File: config.mk
export PLATFORM = sky130hd
export DESIGN_NAME = facto_host_sequencer
export DESIGN_NICKNAME = d
export VERILOG_FILES = /design/src/rtl/facto_host_sequencer.sv
export SDC_FILE = /design/constraint.sdc
export NUM_CORES = 1
export LEC_CHECK = 0
export CAP_MARGIN = 0
export CORE_ASPECT_RATIO = 0.75
export CORE_UTILIZATION = 35
export CTS_BUF_LIST = sky130_fd_sc_hd__clkbuf_4
export CTS_CLUSTER_SIZE = 8
export DETAILED_ROUTE_END_ITERATION = 16
export PLACE_DENSITY = 0.77
export RECOVER_POWER = 100
export SLEW_MARGIN = 40
export SYNTH_ARGS = -nofsm -noshare
export SYNTH_HDL_FRONTEND = slang
export SYNTH_SLANG_ARGS = --single-unit
File: constraint.sdc
create_clock -name clk -period 1.85 [get_ports clk]
set_clock_uncertainty 0.1 [all_clocks]
set_input_delay 0.37 -clock clk [delete_from_list [all_inputs] [get_ports clk]]
set_output_delay 0.37 -clock clk [all_outputs]
set_load 0.03 [all_outputs]
File: src/rtl/facto_host_sequencer.sv
// facto_host_sequencer
//   Bus-master front end for the factorial core. Takes an operand on a
//   valid/ready request port, programs the core (operand, intrEn, opstart),
//   waits for completion (interrupt or opdone polling), reads the 128-bit
//   result, clears the core and returns the result on a valid/ready response.
// Ports
//   clk, reset_n                     clock / async active-low reset
//   req_valid, req_ready, req_operand request channel (64-bit operand)
//   rsp_valid, rsp_ready, rsp_result, rsp_timeout  response channel
//   m_sel, m_wr, m_addr, m_wdata, m_rdata          core register bus
//   intr                             core interrupt (level)
//   busy                             high whenever not IDLE
module facto_host_sequencer #(
  parameter logic [15:0] BASE_ADDR = 16'h7000,
  parameter int          READ_LAT  = 1,
  parameter int          USE_INTR  = 1,
  parameter int          TIMEOUT   = 4096
) (
  input  logic         clk,
  input  logic         reset_n,
  input  logic         req_valid,
  output logic         req_ready,
  input  logic [63:0]  req_operand,
  output logic         rsp_valid,
  input  logic         rsp_ready,
  output logic [127:0] rsp_result,
  output logic         rsp_timeout,
  output logic         m_sel,
  output logic         m_wr,
  output logic [15:0]  m_addr,
  output logic [63:0]  m_wdata,
  input  logic [63:0]  m_rdata,
  input  logic         intr,
  output logic         busy
);

  localparam logic [15:0] A_START = BASE_ADDR + 16'h00;
  localparam logic [15:0] A_CLEAR = BASE_ADDR + 16'h08;
  localparam logic [15:0] A_DONE  = BASE_ADDR + 16'h10;
  localparam logic [15:0] A_IEN   = BASE_ADDR + 16'h18;
  localparam logic [15:0] A_OPND  = BASE_ADDR + 16'h20;
  localparam logic [15:0] A_RESH  = BASE_ADDR + 16'h28;
  localparam logic [15:0] A_RESL  = BASE_ADDR + 16'h30;
  localparam int          WCW     = $clog2(TIMEOUT);
  localparam logic        POLL    = (USE_INTR == 0);

  typedef enum logic [3:0] {
    IDLE, WR_OPND, WR_IEN, WR_START, WAIT, RD_H, RD_L, CLR1, CLR0, RESP
  } state_t;

  state_t           state, state_nxt;
  logic [63:0]      opnd;
  logic [1:0]       lat_cnt;
  logic [WCW-1:0]   wcnt;
  logic             rd_state, rd_last, done_now, wait_expired;

  // A read is in flight in RD_H/RD_L, and in WAIT while polling opdone.
  assign rd_state     = (state == RD_H) || (state == RD_L) || ((state == WAIT) && POLL);
  assign rd_last      = rd_state && (lat_cnt == 2'(READ_LAT - 1));
  assign done_now     = POLL ? (rd_last && m_rdata[0]) : intr;
  assign wait_expired = (wcnt == WCW'(TIMEOUT - 1));

  // state register
  always_ff @(posedge clk or negedge reset_n) begin
    if (!reset_n) state <= IDLE;
    else          state <= state_nxt;
  end

  // next-state logic
  always_comb begin
    state_nxt = state;
    case (state)
      IDLE:     if (req_valid) state_nxt = WR_OPND;
      WR_OPND:  state_nxt = WR_IEN;
      WR_IEN:   state_nxt = WR_START;
      WR_START: state_nxt = WAIT;
      // done has priority over an expiring wait counter
      WAIT:     if (done_now)          state_nxt = RD_H;
                else if (wait_expired) state_nxt = CLR1;
      RD_H:     if (rd_last) state_nxt = RD_L;
      RD_L:     if (rd_last) state_nxt = CLR1;
      CLR1:     state_nxt = CLR0;
      CLR0:     state_nxt = RESP;
      RESP:     if (rsp_ready) state_nxt = IDLE;
      default:  state_nxt = IDLE;
    endcase
  end

  // bus and handshake outputs, decoded straight from state
  always_comb begin
    m_sel   = 1'b0;
    m_wr    = 1'b0;
    m_addr  = 16'h0;
    m_wdata = 64'h0;
    case (state)
      WR_OPND:  begin m_sel = 1'b1; m_wr = 1'b1; m_addr = A_OPND;  m_wdata = opnd; end
      WR_IEN:   begin m_sel = 1'b1; m_wr = 1'b1; m_addr = A_IEN;   m_wdata = POLL ? 64'd0 : 64'd1; end
      WR_START: begin m_sel = 1'b1; m_wr = 1'b1; m_addr = A_START; m_wdata = 64'd1; end
      WAIT:     if (POLL) begin m_sel = 1'b1; m_addr = A_DONE; end
      RD_H:     begin m_sel = 1'b1; m_addr = A_RESH; end
      RD_L:     begin m_sel = 1'b1; m_addr = A_RESL; end
      CLR1:     begin m_sel = 1'b1; m_wr = 1'b1; m_addr = A_CLEAR; m_wdata = 64'd1; end
      CLR0:     begin m_sel = 1'b1; m_wr = 1'b1; m_addr = A_CLEAR; m_wdata = 64'd0; end
      default:  ;
    endcase
  end

  assign req_ready = (state == IDLE);
  assign rsp_valid = (state == RESP);
  assign busy      = (state != IDLE);

  // datapath: operand latch, read latency counter, wait counter, result
  always_ff @(posedge clk or negedge reset_n) begin
    if (!reset_n) begin
      opnd        <= '0;
      lat_cnt     <= '0;
      wcnt        <= '0;
      rsp_result  <= '0;
      rsp_timeout <= 1'b0;
    end else begin
      lat_cnt <= (rd_state && !rd_last) ? lat_cnt + 2'd1 : 2'd0;
      case (state)
        IDLE: if (req_valid) begin
          opnd        <= req_operand;
          rsp_result  <= '0;      // a timed-out job reports zero
          rsp_timeout <= 1'b0;
        end
        WR_START: wcnt <= '0;
        WAIT: begin
          wcnt <= wcnt + WCW'(1);
          if (!done_now && wait_expired) rsp_timeout <= 1'b1;
        end
        RD_H: if (rd_last) rsp_result[127:64] <= m_rdata;
        RD_L: if (rd_last) rsp_result[63:0]   <= m_rdata;
        default: ;
      endcase
    end
  end

endmodule

## After elaboration in Yosys (flattened, before gate mapping)

Cells that the tools add are included.

- Register bits after elaboration: 211
- Output and inout bits: 214
- Logic and storage cells: 67

- Add/sub/neg operators: 2
- Equality and inequality tests: 16
- Multiplexer cells: 20
- Reductions and logical operators: 22

Operators by type and width:

| operator | count |
|---|---|
| 64-bit case mux with 2 select lines | 3 |
| 128-bit two-way mux | 1 |
| 15-bit case mux with 6 select lines | 1 |
| 64-bit two-way mux | 1 |
| 4-bit case mux with 10 select lines | 1 |
| 4-bit two-way mux | 6 |
| 12-bit case mux with 2 select lines | 1 |
| 4-bit by 3-bit == test with 1-bit output (second input constant) | 4 |
| 12-bit by 1-bit adder with 12-bit output (second input constant) | 1 |
| 12-bit == test (second input constant) | 1 |
| 3-bit AND reduction | 3 |
| 4-bit by 2-bit == test with 1-bit output (second input constant) | 2 |
| 4-bit == test (second input constant) | 2 |
| 2-bit nonzero test | 4 |
| 7-bit OR reduction | 1 |
| 2-bit != test (second input constant) | 3 |
| 5-bit AND reduction | 1 |
| 5-bit OR reduction | 1 |
| 4-bit by 1-bit == test with 1-bit output (second input constant) | 1 |
| 4-bit logical NOT | 1 |
| 1-bit two-way mux | 4 |
| 2-bit by 1-bit != test with 1-bit output (second input constant) | 2 |
| 4-bit nonzero test | 1 |
| 1-bit logical AND | 3 |
| 10 further kinds | 11 |

## Logic depth before layout (Yosys ltp)

- Word-level depth: 6
- Gate-level depth with buffers: 7
- Mapped depth without buffers: 5

## Worst setup path before layout

OpenSTA, ideal clock, no wires.

- Kind: register to register
- Start point: register state[1]
- End point: register opnd[14]
- Setup time: 0.128 ns
- Arrival: 2.205 ns
- Required time: 1.622 ns
- Setup slack: -0.582 ns
- Cell stages (with the launch flop): 6
- Path buffers: 2
- Path through: dfrtp_1 nor4_2 and2_1 buf_2 buf_2 mux2_1

- Cells in the longest elaborated chain, start to end: 2

Ends and longest elaborated chain:

| item | line | source |
|---|---|---|
| start: declaration | 51 | `state_t state, state_nxt;` |
| start signal: assignment | 66 | `else state <= state_nxt;` |
| 4-bit logical NOT | n/a |  |
| net req_ready | 22 | `output logic req_ready,` |
| 2-bit AND reduction (no source line) | n/a |  |
| end signal: assignment | 124 | `opnd <= req_operand;` |
| end: declaration | 52 | `logic [63:0] opnd;` |

The timed path passes the listed nets, and every way through them passes these cells.
A chain may end at the register's enable or synchronous reset.

## Worst setup path in the final report

- Start point: register state[3]
- End point: output port m_wdata[37]

- Cells in the longest elaborated chain, start to end: 3

Ends and longest elaborated chain:

| item | line | source |
|---|---|---|
| 4-bit by 3-bit == test with 1-bit output / 4-bit by 2-bit == test with 1-bit output (equally long branches) | 95 | `case (state)` |
| 3-bit OR reduction (no source line) | n/a |  |
| 64-bit case mux with 2 select lines * | 95 |  |
| end: declaration | 31 | `output logic [63:0] m_wdata,` |

Every way passes the cells marked *; elsewhere a longest branch is shown, timed or not.

==> flow_summary.html <==
<table>
<tr><th>Metric</th><th>Value</th></tr>
<tr><th colspan="2">Outcome</th></tr>
<tr><td>Outcome</td><td>complete, but fails checks</td></tr>
<tr><td>Violated checks</td><td>negative setup slack</td></tr>
<tr><th colspan="2">Job</th></tr>
<tr><td>Max_cap viols</td><td>0</td></tr>
<tr><th colspan="2">Placement</th></tr>
<tr><td>HPWL after detailed placement</td><td>18750 um</td></tr>
<tr><td>Post-detailed-placement cell area</td><td>12840 um^2</td></tr>
<tr><td>Port Buffer Count</td><td>336</td></tr>
<tr><td>RePlAce Congestion</td><td>0.7925</td></tr>
<tr><th colspan="2">Timing</th></tr>
<tr><td>Actual slew at the worst max-slew pin</td><td>1.035 ns</td></tr>
<tr><td>Final-report setup violation count</td><td>282</td></tr>
<tr><td>Final max-slew violation count</td><td>0</td></tr>
<tr><td>Highest achievable clock rate</td><td>0.3883 GHz</td></tr>
<tr><td>Unrepaired setup endpoints after global routing</td><td>yes</td></tr>
<tr><td>Final Cycle Share</td><td>139.2%</td></tr>
<tr><td>Minimum period implied by the final worst setup slack</td><td>2.576 ns</td></tr>
<tr><td>Final number of hold-violating endpoints</td><td>0</td></tr>
<tr><td>Relative slew margins</td><td>31.03%</td></tr>
<tr><td>Post-route setup slack</td><td>-0.7255 ns</td></tr>
<tr><th colspan="2">Power</th></tr>
<tr><td>Power density over the cells</td><td>2027 nW/um^2</td></tr>
<tr><td>Peak VDD IR</td><td>1.106 mV</td></tr>
<tr><td>LEAKAGE</td><td>0.007415 uW</td></tr>
<tr><th colspan="2">Setup path</th></tr>
<tr><td>Signal arrival time at the worst endpoint</td><td>2.11 ns</td></tr>
<tr><td>CP endpoint</td><td>m_wdata[37]</td></tr>
<tr><td>Setup crit end kind</td><td>output pin</td></tr>
<tr><td>Endpoint of the most critical register-to-register path</td><td>rsp_result[127]</td></tr>
<tr><td>Origin of the critical flop-to-flop path</td><td>state[0]</td></tr>
<tr><td>R2r setup slk</td><td>-0.57 ns</td></tr>
<tr><td>Slowest stage delay, CP</td><td>0.43 ns</td></tr>
<tr><td>Critical path's most frequent cell</td><td>buf_6</td></tr>
<tr><td>Worst path cell trace</td><td>buf_8 -&gt; nor3_4 -&gt; buf_6 -&gt; clkbuf_16 -&gt; and2_2 -&gt; buf_6</td></tr>
<tr><td>Critical path startpoint category</td><td>register</td></tr>
<tr><td>Required time worst endpoint</td><td>1.38 ns</td></tr>
<tr><td>Cell count along the critical path</td><td>6</td></tr>
<tr><td>Critical-path cell with the highest stage delay</td><td>dfrtp_2</td></tr>
<tr><td>Launching instance or port of the critical path</td><td>state[3]</td></tr>
<tr><td>Number of cells on the worst reg-to-reg path</td><td>11</td></tr>
<tr><td>Cell type group with the largest total delay on the critical path</td><td>buffers and inverters</td></tr>
<tr><td>Crit path buffers/inverters</td><td>4</td></tr>
<tr><td>Maximum net fanout on the critical path</td><td>7</td></tr>
<tr><td>Startpoint-to-endpoint class of the critical path</td><td>register to output pin</td></tr>
<tr><th colspan="2">Clock tree</th></tr>
<tr><td>Clk Latency, worst-skew pair</td><td>0.66 ns</td></tr>
<tr><td>Clock tree root buffer cell</td><td>clkbuf_4</td></tr>
<tr><td>Num CTS Buffers</td><td>53</td></tr>
<tr><td>Deepest clock path buffer count</td><td>3</td></tr>
<tr><td>Clock transition at the registers of the reported paths</td><td>0.08 ns</td></tr>
<tr><td>Number of clock sinks</td><td>211</td></tr>
<tr><td>TritonCTS clock tree</td><td>yes</td></tr>
<tr><td>H-Tree Depth</td><td>2</td></tr>
<tr><th colspan="2">Synthesis</th></tr>
<tr><td>Number of different library cells in the post-synthesis netlist</td><td>45</td></tr>
<tr><td>Cell type with the highest aggregate area in the netlist</td><td>dfrtp_1</td></tr>
<tr><td>Sequential element share of the synthesized area</td><td>60.34%</td></tr>
<tr><td>Synthesized area per cell</td><td>11.42 um^2</td></tr>
<tr><td>Cell area after synthesis</td><td>8751 um^2</td></tr>
<tr><td>Async SR Flop Fraction</td><td>100.0%</td></tr>
<tr><td>Count of state elements after synthesis</td><td>211</td></tr>
<tr><td>Biggest area contributors in the synthesized netlist</td><td>dfrtp_1 60%, a22o_1 6.5%, mux2_1 6.3%</td></tr>
<tr><td>Dominant register cell in the synthesized netlist</td><td>dfrtp_1</td></tr>
<tr><td>Share of the synthesized area in the top cell type</td><td>60.34%</td></tr>
<tr><td>Number of instances in the synthesized netlist</td><td>766</td></tr>
<tr><td>Number of enable flip-flop cells after synthesis</td><td>0</td></tr>
<tr><td>Number of warning messages in the yosys log</td><td>0</td></tr>
<tr><th colspan="2">Routing</th></tr>
<tr><td>Iter 0 DRT Violations</td><td>369</td></tr>
<tr><td>Wire length per cell</td><td>21.09 um</td></tr>
<tr><td>Post-route antenna net violation count</td><td>0</td></tr>
<tr><td>First-pass detailed-route iteration total</td><td>4</td></tr>
<tr><td>Met2 wire len</td><td>16190 um</td></tr>
<tr><td>Detailed route wirelength on metal3</td><td>2222 um</td></tr>
<tr><td>Via count normalized by instance count</td><td>5.045</td></tr>
<tr><td>Top layer reached by signal wires</td><td>met4</td></tr>
<tr><td>Wire length on met1</td><td>14580 um</td></tr>
<tr><td>DR DRC count</td><td>0</td></tr>
<tr><td>Vias</td><td>8113</td></tr>
<tr><td>Routed WL</td><td>33920 um</td></tr>
<tr><th colspan="2">Die</th></tr>
<tr><td>Num rows</td><td>49</td></tr>
<tr><td>Core region area</td><td>24280 um^2</td></tr>
<tr><td>Die span in x</td><td>184.6 um</td></tr>
<tr><td>Num ports</td><td>347</td></tr>
<tr><td>DIE AREA</td><td>25650 um^2</td></tr>
<tr><td>Initial Utilization</td><td>36.04%</td></tr>
<tr><td>Die Ht</td><td>138.9 um</td></tr>
<tr><th colspan="2">Global routing</th></tr>
<tr><td>Vias in the first global route</td><td>8363</td></tr>
<tr><td>Number of antenna violations at the first check in global routing</td><td>1</td></tr>
<tr><td>Wire length of the first global-routing pass</td><td>48020 um</td></tr>
<tr><td>Maximum number of pins on one net before global-route repair</td><td>54</td></tr>
<tr><td>Overall global routing resource usage</td><td>24.14%</td></tr>
<tr><td>Overflow left after global routing</td><td>0</td></tr>
<tr><th colspan="2">Layout</th></tr>
<tr><td>Post-layout util</td><td>63.82%</td></tr>
<tr><td>Area growth from synthesis to final layout</td><td>77.07%</td></tr>
<tr><td>Commonest non-fill, non-tap cell in the layout</td><td>dfrtp_1</td></tr>
<tr><td>Number of fill cells in the layout</td><td>1831</td></tr>
<tr><td>Commonest non-fill, non-tap cells in the layout</td><td>209 x dfrtp_1, 131 x clkdlybuf4s50_1, 117 x nand2_1</td></tr>
<tr><td>Post-layout net count</td><td>1375</td></tr>
<tr><td>Cell area after layout</td><td>15490 um^2</td></tr>
<tr><td>Share of cells above drive strength 1</td><td>50.63%</td></tr>
<tr><th colspan="2">Worst hold path</th></tr>
<tr><td>Hold Path Class</td><td>primary input to register</td></tr>
</table>
-- power by group --
part	switching (uW)	total, uW	internal [uW]
combinational	10200	19500	9330
sequential	1370	8120	6750
clock	1970	3780	1810
-- worst register-to-register path, delay by kind of cell (launching register included) --
kind,cells,cell delay [ns]
buffers and inverters,8,1.09
AND/OR/NAND/NOR,1,0.34
flip-flops,1,0.42
AO/OA/AOI/OAI,2,0.34
-- cell usage after synthesis, drive strengths merged, types with 3 or more instances --
master,number
nand2,144
nor3,4
clkbuf,34
nor2b,5
inv,7
nand4,3
nor4,3
mux2,64
buf,32
nand2b,3
nand3,4
nor2,9
a22o,65
o21ai,73
and2,69
a21oi,4
mux2i,8
dfrtp,211
-- flip-flops by register name, summed over array words and instances, names as in the netlist --
name         count
wcnt            12
opnd            64
lat_cnt          2
rsp_result     128
rsp_timeout      1
state            4
-- metrics by stage --
step	TNS, ns	total power [uW]	hold WS, ns	setup slack, ns	cells
5_1_grt	-163.17	32780	0.1397	-0.8170	1608
3_3_place_gp	-7.511	21920	0.2304	-0.1009	1431
3_5_place_dp	-13.98	22230	0.2301	-0.1537	1431
4_1_cts	-125.40	28700	0.06450	-0.7069	1578
6_report	-135.46	31400	0.1696	-0.7255	1608
2_1_floorplan	-40.93	16080	-0.02559	-0.2629	775
-- logic make-up after synthesis --
logic type / share of synthesized area, %
adders and majority gates: 0.2859
muxes: 9.151
other: 0.04285
and+or+nand+nor: 14.07
buffers and inverters: 4.003
DFF: 60.34
xor gates and xnor gates: 0.2002
AOI/OAI and AO/OA: 11.91
-- worst min-delay path by stage --
stage | from | end | slack [ns] | cells past startpoint
2_1_floorplan | reset_n | lat_cnt[0] | -0.03 | 0
3_3_place_gp | reset_n | opnd[55] | 0.23 | 1
3_5_place_dp | reset_n | opnd[57] | 0.23 | 1
4_1_cts | reset_n | rsp_result[99] | 0.06 | 2
5_1_grt | m_rdata[60] | rsp_result[124] | 0.14 | 3
6_report | m_rdata[38] | rsp_result[102] | 0.17 | 3
-- what timing repair did --
| action | CTS | global route |
|---|---|---|
| pin swaps | 16 | 54 |
| buffers inserted | 38 | 15 |
| hold buffers | 1 | 0 |
| cloned | 18 | 21 |
| gates resized for setup | 816 | 186 |
| hold endpoints to repair | 211 | 0 |
| setup endpoints to repair | 366 | 315 |
-- metal layers --
metal / track usage (%) / vias up
li1: - / 3615
met1: 31.83 / 4089
met4: 6.886 / 0
met5: 0 / -
met2: 39.58 / 337
met3: 5.593 / 72
-- cell type report --
cell class,instances,area (um^2),area share (%)
timing repair buffer,475,5156,33.28
sequential,211,5283,34.09
tap,331,414.1,2.673
clock buffer,73,548.0,3.537
clock inverter,18,68.82,0.4441
antenna,1,2.502,0.01615
inverter,7,33.78,0.2180
multi-input combinational,492,3989,25.74
Power figures use the tool's default switching activity.
